### config.mk
export PLATFORM = sky130hd
export DESIGN_NAME = cacheline_adaptor
export DESIGN_NICKNAME = d
export VERILOG_FILES = /design/src/rtl/cacheline_adaptor.sv
export SDC_FILE = /design/constraint.sdc
export NUM_CORES = 1
export LEC_CHECK = 0
export CAP_MARGIN = 20
export CORE_AREA = 2 2 278 280
export DETAILED_ROUTE_END_ITERATION = 10
export DIE_AREA = 0 0 280 282
export GPL_ROUTABILITY_DRIVEN = 0
export PLACE_DENSITY = 0.54
export SLEW_MARGIN = 10
export SYNTH_ARGS = -nofsm -noshare
export SYNTH_HDL_FRONTEND = slang
export SYNTH_SLANG_ARGS = --single-unit
### constraint.sdc
create_clock -name clk -period 6 [get_ports clk]
set_input_delay 1.5 -clock clk [delete_from_list [all_inputs] [get_ports clk]]
set_output_delay 1.5 -clock clk [all_outputs]
set_load 0.005 [all_outputs]
### src/rtl/cacheline_adaptor.sv
// rtl/cacheline_adaptor.sv - 256-bit cache-line to 4x64-bit memory burst adaptor
// Optional build macro: CACHELINE_ADAPTOR_ALIGN_EN forces address_o[4:0] to zero.
module cacheline_adaptor #(
   parameter int LINE_WIDTH  = 256,
   parameter int BURST_WIDTH = 64
) (
   input  logic                   clk,
   input  logic                   rst_n,
   input  logic [LINE_WIDTH-1:0]  line_i,
   output logic [LINE_WIDTH-1:0]  line_o,
   input  logic [31:0]            address_i,
   input  logic                   read_i,
   input  logic                   write_i,
   output logic                   resp_o,
   input  logic [BURST_WIDTH-1:0] burst_i,
   output logic [BURST_WIDTH-1:0] burst_o,
   output logic [31:0]            address_o,
   output logic                   read_o,
   output logic                   write_o,
   input  logic                   resp_i
);

   typedef enum logic [1:0] {IDLE, READ, WRITE, DONE} state_t;

   state_t                state;
   state_t                state_next;
   logic [1:0]            beat;
   logic [31:0]           addr_q;
   logic [LINE_WIDTH-1:0] line_q;
   logic                  last_beat;

   assign last_beat = resp_i && (beat == 2'd3);

   always_ff @(posedge clk or negedge rst_n) begin
      if (!rst_n) begin
         state <= IDLE;
      end else begin
         state <= state_next;
      end
   end

   // Read has priority; a write held alongside it is picked up on the next IDLE.
   always_comb begin
      state_next = state;
      case (state)
         IDLE: begin
            if (read_i) begin
               state_next = READ;
            end else if (write_i) begin
               state_next = WRITE;
            end
         end
         READ:    if (last_beat) state_next = DONE;
         WRITE:   if (last_beat) state_next = DONE;
         DONE:    state_next = IDLE;
         default: state_next = IDLE;
      endcase
   end

   always_comb begin
      read_o  = (state == READ);
      write_o = (state == WRITE);
      resp_o  = (state == DONE);
   end

   always_ff @(posedge clk or negedge rst_n) begin
      if (!rst_n) begin
         beat   <= 2'd0;
         addr_q <= 32'd0;
         line_q <= '0;
         line_o <= '0;
      end else begin
         case (state)
            IDLE: begin
               if (read_i || write_i) begin
                  addr_q <= address_i;
                  beat   <= 2'd0;
                  if (!read_i) begin
                     line_q <= line_i;
                  end
               end
            end
            READ: begin
               if (resp_i) begin
                  line_o[int'(beat) * BURST_WIDTH +: BURST_WIDTH] <= burst_i;
                  beat <= beat + 2'd1;
               end
            end
            WRITE: begin
               if (resp_i) begin
                  beat <= beat + 2'd1;
               end
            end
            default: ;
         endcase
      end
   end

   assign burst_o = line_q[int'(beat) * BURST_WIDTH +: BURST_WIDTH];

`ifdef CACHELINE_ADAPTOR_ALIGN_EN
   assign address_o = {addr_q[31:5], 5'b0};
`else
   assign address_o = addr_q;
`endif

endmodule

* Word level (Yosys, flattened, before mapping) *
Index checks and enable logic that the tools add are counted.

cells by class
  add/sub/neg operators = 2
  equal/unequal tests = 8
  shifts and indexed selects = 3
  mux-type cells = 8
  bitwise logic cells = 1
  reduce and logical (&&, ||, !) cells = 10

operators with widths
  kind                       count
  $bwmux 256                 1
  $shift 64x33->256 const A  1
  $shiftx 256x9->64          1
  $shiftx 64x33->256         1
  $neg 8->33                 1
  $mux 2                     5
  $eq 2x2->1 const B         3
  $pmux 2 s3                 1
  $reduce_and 2->1           3
  $reduce_and 3->1           2
  $ne 2x1->1 const B         2
  $pmux 2 s2                 1
  $ne 3x3->1 const B         1
  $add 2x1->2 const B        1
  $eq 2x1->1 const B         1
  $logic_not 2->1            1
  $ne 2x2->1 const B         1
  $reduce_bool 2->1          1
  $reduce_or 2->1            1
  $logic_and 1x1->1          1
  $logic_or 1x1->1           1
  $not 1->1                  1

word-level totals
  bits in registers = 548
  bits of input ports = 357
  output and inout bits = 355
  word-level logic and storage cells = 37

* Logic depth before layout (Yosys ltp) *
Gate-level depths: netlist of run 1.

  depth in word-level cells = 4
  gate-level depth with buffers = 10
  mapped depth without buffers = 5

* Least setup slack after synthesis of run 1 *
Ideal clock, no wire load.

  kind = register -> output
  from = reg beat[0]
  to = out burst_o[0]
  data arrival time = 1427 ps
  data required time = 4500 ps
  setup slack = 3073 ps
  stages on the path, launching flop included = 5
  path buffers = 3
  cells stage by stage = dfrtp_1 buf_2 buf_4 buf_4 mux4_2

between the ends
  word-level cells in the longest chain between the ends = 1

RTL lines
  element                 RTL line  source
  from (decl)             27        logic [1:0] beat;
  from (signal assigned)  86        beat <= beat + 2'd1;
  from (signal assigned)  91        beat <= beat + 2'd1;
  $shiftx 256x9->64       99        assign burst_o = line_q[int'(beat) * BURST_WIDTH +: BURST_WIDTH];
  to (decl)               16        output logic [BURST_WIDTH-1:0] burst_o,

No other way between the ends.

* Worst setup path in the final report of run 1 *
  from = reg beat[0]
  to = out burst_o[46]

Same word-level chain as after synthesis.

==> results of run 1 <==
power groups by stage:
stage	Sequential, mW	Clock, mW	Combinational [mW]
after global placement	6.00	0	5.45
final	5.98	4.11	5.47
after CTS	5.98	4.23	5.56
after global routing	6.15	4.38	5.83
after floorplan	5.67	0	2.69
after detailed placement	6.03	0	5.51
area by class of cell:
class / instances / area (um^2) / area share
antenna: 18 / 45.04 / 0.001385
clock buffer: 98 / 2004 / 0.06162
clock inverter: 22 / 266.5 / 0.008193
inverter: 5 / 18.77 / 0.0005770
multi-input combinational: 917 / 7879 / 0.2422
sequential: 548 / 13720 / 0.4217
tap: 978 / 1224 / 0.03762
timing repair buffer: 736 / 7372 / 0.2266
placed cells by master, fill, tap and decap left out, types with 2 or more instances in the layout:
cell type,netlist,layout
sky130_fd_sc_hd__a22o_1,120,120
sky130_fd_sc_hd__buf_12,0,5
sky130_fd_sc_hd__buf_4,27,20
sky130_fd_sc_hd__bufinv_16,0,2
sky130_fd_sc_hd__clkbuf_1,41,11
sky130_fd_sc_hd__clkbuf_16,0,68
sky130_fd_sc_hd__clkbuf_8,0,19
sky130_fd_sc_hd__clkdlybuf4s50_1,0,710
sky130_fd_sc_hd__clkinv_16,0,2
sky130_fd_sc_hd__clkinv_2,0,9
sky130_fd_sc_hd__clkinv_4,0,2
sky130_fd_sc_hd__clkinv_8,0,3
sky130_fd_sc_hd__clkinvlp_4,0,2
sky130_fd_sc_hd__dfrtp_1,548,546
sky130_fd_sc_hd__diode_2,0,18
sky130_fd_sc_hd__ha_1,10,10
sky130_fd_sc_hd__inv_1,5,5
sky130_fd_sc_hd__mux2_2,288,288
sky130_fd_sc_hd__mux2i_1,5,5
sky130_fd_sc_hd__mux4_2,64,64
sky130_fd_sc_hd__nand2_1,276,276
sky130_fd_sc_hd__nand3_4,0,3
sky130_fd_sc_hd__nor4b_4,1,2
sky130_fd_sc_hd__o21ai_0,99,99
sky130_fd_sc_hd__o21ai_1,39,38
metrics by stage:
stage | instances | area [um^2] | hold slack [ps] | worst slack, ps
final | 3322 | 32530 | 476.4 | 1263
after CTS | 3304 | 32480 | 482.0 | 1124
after floorplan | 1586 | 22170 | 473.3 | 3073
after global placement | 3184 | 30210 | 464.4 | 1823
after global routing | 3319 | 32520 | 508.8 | 1042
after detailed placement | 3184 | 30210 | 469.2 | 1813
kinds of logic (layout without fill, tap and decap cells):
group / Yosys count / in the layout
flip-flops: 548 / 548
multiplexers: 357 / 357
AND/OR/NAND/NOR: 290 / 290
AO/OA/AOI/OAI: 260 / 260
buffers and inverters: 121 / 861
adder cells (fa/ha/maj): 10 / 10
other: 0 / 18
worst paths after layout:
check	from	endpoint	slack [ps]	cells after the start
max in group asynchronous	rst_n	line_q[156]	3760	2
worst max-delay path	beat[0]	burst_o[46]	1260	3
worst min register to register	line_o[77]	line_o[77]	480	2
worst min-delay path	line_o[77]	line_o[77]	480	2
min in group asynchronous	rst_n	line_q[38]	950	1
worst max register to register	beat[0]	line_o[14]	2500	5
worst max-delay path, stage by stage (launching register included):
cell and delay (ps):
sky130_fd_sc_hd__dfrtp_4 1030, sky130_fd_sc_hd__buf_4 480, sky130_fd_sc_hd__mux4_2 580, sky130_fd_sc_hd__clkdlybuf4s50_1 470
layer usage:
metal  routed length (um)  global-route usage  vias up  share of wire
met5                  147                   0        -         0.0018
met4                 3427             0.09776       26          0.043
met3                 5801             0.05999      178          0.072
met2                40660              0.3350      570           0.51
met1                30410              0.2296     8012           0.38
li1                     -                   -     7046              -
sequential cells by signal, summed over array words and instances (netlist names):
register   flops
address_o     32
line_q       256
line_o       256
state          2
beat           2
==> impl_metrics.env, run 1 <==
export IMPL_run_status="finished clean"
export IMPL_htree_num_levels=3
export IMPL_final_core_utilization=0.4297
export IMPL_cellInternalPower_mw=10.97
export IMPL_synth_warning_count=0
export IMPL_power_static_leakage_nw=13.51
export IMPL_starting_density_of_the_core=0.2928
export IMPL_hold_class="flop to flop"
export IMPL_clk_path_buf_depth=3
export IMPL_synth_async_sr_flop_share=1.000
export IMPL_clkSlewWorstSetupHoldPaths_ps=60
export IMPL_critical_path_required_ps=4500
export IMPL_drive_above_1_share=0.2150
export IMPL_drt_total_wl_um=80440
export IMPL_post_cts_buffers=0
export IMPL_crit_path_launch_type="flop"
export IMPL_post_cts_resized_instances=0
export IMPL_max_slew_worst_pin_slew_ps=1075
export IMPL_grt_pass1_wl_um=115400
export IMPL_num_io_pins=712
export IMPL_synthXorXnorAreaFrac=0
export IMPL_antenna_found_initial=35
export IMPL_max_cap_viol_count=0
export IMPL_synth_yosys_seq_area_share=0.6186
export IMPL_synth_compound_gate_area_share=0.07931
export IMPL_switchingPower_mw=4.585
export IMPL_period_minus_slack_ps=4737
export IMPL_cp_data_arrival_time_ps=3240
export IMPL_syn_nets=1953
export IMPL_synth_top_family_by_area="multiplexers"
export IMPL_setup_worst_path_class="flop to output pin"
export IMPL_adder_cell_share_of_the_synthesized_area=0.005645
export IMPL_synthCells=1586
export IMPL_cts_tree="done"
export IMPL_maxClockFrequency_mhz=211.1
export IMPL_fin_skew_ps=16.55
export IMPL_unrepaired_setup_endpoints_after_global_routing="false"
export IMPL_timing_setup_tns_ps=0
export IMPL_dr_pass1_iters=5
export IMPL_relative_slew_margins=0.2806
export IMPL_drtIter0Drc=864
export IMPL_setup_viol=0
export IMPL_cts_num_sinks=548
export IMPL_synth_simple_gate_area_frac=0.05340
export IMPL_p_per_area_nw_per_um2=478.3
export IMPL_crit_path_max_fanout=45
export IMPL_sequentialPowerShare=0.384
export IMPL_combPwrFrac=0.352
export IMPL_hold_violation_total_from_the_final_report=0
export IMPL_synth_enable_flop_cells=0
export IMPL_peakVddDrop_v=0.0003340
export IMPL_antenna_violation_net_count_after_detailed_routing=0
export IMPL_placed_wire_length_estimate_after_detailed_placement_um=59050
export IMPL_die_area_um2=78960
export IMPL_crit_path_end_kind="output pin"
export IMPL_swShare=0.2948
export IMPL_slew_viol_final=0
export IMPL_pin_count_of_the_biggest_net_entering_global_routing=125
export IMPL_final_min_period_over_clock_period=0.7895
export IMPL_post_synth_main_area_contributors="sky130_fd_sc_hd__dfrtp_1 (62%), sky130_fd_sc_hd__mux2_2 (15%), sky130_fd_sc_hd__mux4_2 (6.5%), sky130_fd_sc_hd__a22o_1 (4.7%), sky130_fd_sc_hd__nand2_1 (4.7%)"
export IMPL_yosys_mux_area_fraction=0.2136
export IMPL_fill_cells=6986
export IMPL_floorplan_rows=101
export IMPL_die_h_um=282
export IMPL_post_synth_top_area_cell="sky130_fd_sc_hd__dfrtp_1"
export IMPL_synth_most_common_cell="sky130_fd_sc_hd__dfrtp_1"
export IMPL_p_total_mw=15.56
export IMPL_synth_lib_cells_used_distinct=30
export IMPL_netlist_area_leader_share=0.6186
export IMPL_synth_common_cells="sky130_fd_sc_hd__dfrtp_1 (548), sky130_fd_sc_hd__mux2_2 (288), sky130_fd_sc_hd__nand2_1 (276)"
export IMPL_root_buf_cell="sky130_fd_sc_hd__clkbuf_16"
export IMPL_clock_power_share=0.264
export IMPL_tritoncts_num_buffers=67
export IMPL_finish_net_count=2642
export IMPL_syn_mean_instance_area_um2=13.98
export IMPL_syn_area_um2=22170
export IMPL_dominantRegCellSynth="sky130_fd_sc_hd__dfrtp_1"
export IMPL_gr_total_overflow=0
export IMPL_remaining_drc_errors=0
export IMPL_worstSkewPairLatency_ps=610
export IMPL_grt_util_all_layers=0.1985
export IMPL_core_region_area_um2=75700
export IMPL_dieWidth_um=280
export IMPL_buffer_ports_inserted=711
export IMPL_routedWlPerCell_um=24.21
export IMPL_first_global_vias=16483
export IMPL_syn_to_final_growth_pct=46.74
export IMPL_hold_buffers=0
export IMPL_via_count=15832
export IMPL_number_of_synthesized_register_bits=548
export IMPL_via_per_inst=4.766
Note: power is estimated with default switching activity, not from simulation.
==> run 2, diff against run 1 <==
--- a/config.mk
+++ b/config.mk
@@ -6,11 +6,11 @@
 export NUM_CORES = 1
 export LEC_CHECK = 0
 export CAP_MARGIN = 20
-export CORE_AREA = 2 2 278 280
+export CORE_AREA = 2 2 279 281
 export DETAILED_ROUTE_END_ITERATION = 10
-export DIE_AREA = 0 0 280 282
+export DIE_AREA = 0 0 281 283
 export GPL_ROUTABILITY_DRIVEN = 0
-export PLACE_DENSITY = 0.54
+export PLACE_DENSITY = 0.53
 export SLEW_MARGIN = 10
 export SYNTH_ARGS = -nofsm -noshare
 export SYNTH_HDL_FRONTEND = slang
==> constraint.sdc (replaced) <==
create_clock -name clk -period 4.7 [get_ports clk]
set_input_delay 1.175 -clock clk [delete_from_list [all_inputs] [get_ports clk]]
set_output_delay 1.175 -clock clk [all_outputs]
set_load 0.005 [all_outputs]
==> run 2 against run 1 <==
Compared with the run above: clock power rose by 30%; first-iteration DRC count up 10%; critical path type unchanged; utilization shrank 0.28 points; highest routed layer unchanged; largest cell class unchanged; clock-buffer cell count up 2; via count is 0.75% higher; sequential power is 28% higher; combinational power grew 29%; worst hold slack better by 2.3 ps; die area increased by 0.71%; final cell count up 1.8%; critical path depth stayed put; cell area is 0.67% higher.
==> impl_metrics.env, run 2 (synthesized netlist as in run 1, its figures left out) <==
export IMPL_cellInternalPower_mw=14.20
export IMPL_cts_num_sinks=548
export IMPL_hold_start="line_o[167]"
export IMPL_max_slew_worst_pin_slew_ps=1072
export IMPL_crit_path_end_kind="output pin"
export IMPL_die_h_um=283
export IMPL_fin_skew_ps=14.95
export IMPL_tritoncts_num_buffers=66
export IMPL_dieWidth_um=281
export IMPL_starting_density_of_the_core=0.2890
export IMPL_worst_r2r_cell_count=6
export IMPL_cp_slowest_cell="sky130_fd_sc_hd__dfrtp_4"
export IMPL_via_per_inst=4.715
export IMPL_mostFrequentLayoutCell="sky130_fd_sc_hd__clkdlybuf4s50_1"
export IMPL_drive_above_1_share=0.2149
export IMPL_final_hold_worst_slack_ps=478.8
export IMPL_unrepaired_setup_endpoints_after_global_routing="false"
export IMPL_peakVddDrop_v=0.0003760
export IMPL_crit_path_max_fanout=41
export IMPL_core_region_area_um2=76700
export IMPL_p_total_mw=20.05
export IMPL_fill_cells=7056
export IMPL_die_area_um2=79520
export IMPL_setup_viol=0
export IMPL_swShare=0.2914
export IMPL_run_status="finished clean"
export IMPL_worst_r2r_endpoint="line_o[212]"
export IMPL_cts_tree="done"
export IMPL_switchingPower_mw=5.842
export IMPL_final_core_utilization=0.4269
export IMPL_htree_num_levels=3
export IMPL_antenna_violation_net_count_after_detailed_routing=0
export IMPL_grt_pass1_wl_um=120900
export IMPL_crit_path_launch_type="flop"
export IMPL_hold_end="line_o[167]"
export IMPL_cp_data_arrival_time_ps=3050
export IMPL_drt_total_wl_um=83600
export IMPL_post_cts_resized_instances=0
export IMPL_num_io_pins=712
export IMPL_layout_cell_area_non_filler_um2=32750
export IMPL_maxClockFrequency_mhz=236.4
export IMPL_clk_path_buf_depth=3
export IMPL_routedWlPerCell_um=24.71
export IMPL_regToRegSetupSlack_ps=1250
export IMPL_combPwrFrac=0.352
export IMPL_gr_total_overflow=0
export IMPL_hold_class="flop to flop"
export IMPL_slew_viol_final=0
export IMPL_drtIter0Drc=951
export IMPL_relative_slew_margins=0.2855
export IMPL_post_cts_buffers=0
export IMPL_dr_pass1_iters=5
export IMPL_syn_to_final_growth_pct=47.73
export IMPL_clkSlewWorstSetupHoldPaths_ps=60
export IMPL_antenna_found_initial=25
export IMPL_cpPeakStageDelay_ps=970
export IMPL_floorplan_rows=102
export IMPL_via_count=15951
export IMPL_grt_util_all_layers=0.2077
export IMPL_worstSkewPairLatency_ps=600
export IMPL_p_per_area_nw_per_um2=612.2
export IMPL_critical_path_required_ps=3520
export IMPL_max_cap_viol_count=0
export IMPL_sequentialPowerShare=0.382
export IMPL_power_static_leakage_nw=13.59
export IMPL_first_global_vias=16678
export IMPL_period_minus_slack_ps=4230
export IMPL_placement_cell_area_um2=30480
export IMPL_buffer_ports_inserted=711
export IMPL_placed_wire_length_estimate_after_detailed_placement_um=62690
export IMPL_remaining_drc_errors=0
export IMPL_root_buf_cell="sky130_fd_sc_hd__clkbuf_16"
export IMPL_hold_buffers=0
export IMPL_setup_worst_path_class="flop to output pin"
export IMPL_final_min_period_over_clock_period=0.9000
export IMPL_rr_startpoint="beat[0]"
export IMPL_critical_path_cell_chain="buf_4 > mux4_2 > clkdlybuf4s50_1"
export IMPL_whs_path_depth=2
export IMPL_finish_net_count=2656
export IMPL_pin_count_of_the_biggest_net_entering_global_routing=115
export IMPL_hold_violation_total_from_the_final_report=0
export IMPL_clock_power_share=0.266
export IMPL_timing_setup_tns_ps=0
export IMPL_layout_cells_most_common_list="sky130_fd_sc_hd__clkdlybuf4s50_1 (710), sky130_fd_sc_hd__dfrtp_1 (546), sky130_fd_sc_hd__mux2_2 (288)"
[run 2: power by group through the flow]
stage          clock network, mW  logic (mW)  registers [mW]
6_report                    5.33        7.06            7.66
5_1_grt                     5.69        7.53            7.86
4_1_cts                     5.50        7.17            7.66
3_5_place_dp                   0        7.12            7.73
3_3_place_gp                   0        7.03            7.68
2_1_floorplan                  0        3.44            7.24
[run 2: how the worst max path moves through the flow]
stage / depth (start not counted) / startpoint / to / slack (ps)
after floorplan: 4 / beat[0] / burst_o[0] / 2100
after global placement: 3 / beat[0] / burst_o[32] / 1020
after detailed placement: 3 / beat[0] / burst_o[32] / 1020
after CTS: 3 / beat[0] / burst_o[32] / 340
after global routing: 3 / beat[0] / burst_o[32] / 280
final: 3 / beat[0] / burst_o[32] / 470
[run 2: layer usage]
layer  wire [um]  global-route usage
met1       32180              0.2419
met2       42600              0.3577
met3        6723             0.07215
met4        1855             0.06257
met5         239                   0
[run 2: cell type report]
cell class | instances | area, um^2 | area share
Sequential cell | 548 | 13720 | 0.4190
Antenna cell | 7 | 17.52 | 0.0005349
Clock inverter | 15 | 297.8 | 0.009094
Clock buffer | 100 | 1952 | 0.05961
Timing Repair Buffer | 751 | 7560 | 0.2309
Multi-Input combinational cell | 917 | 7879 | 0.2406
Tap cell | 1040 | 1301 | 0.03974
Inverter | 5 | 18.77 | 0.0005731
[run 2: stage by stage]
step                      setup slack (ps)  instances
after floorplan                       2098       1586
after global placement                1019       3261
after detailed placement              1020       3261
after CTS                            341.1       3376
after global routing                 280.2       3381
final                                470.2       3383
[run 2: worst max-delay path, delay by kind of cell (launching register included)]
kind	cells	cell delay (ps)
buffers and inverters	2	910
flip-flops	1	970
multiplexers	1	520
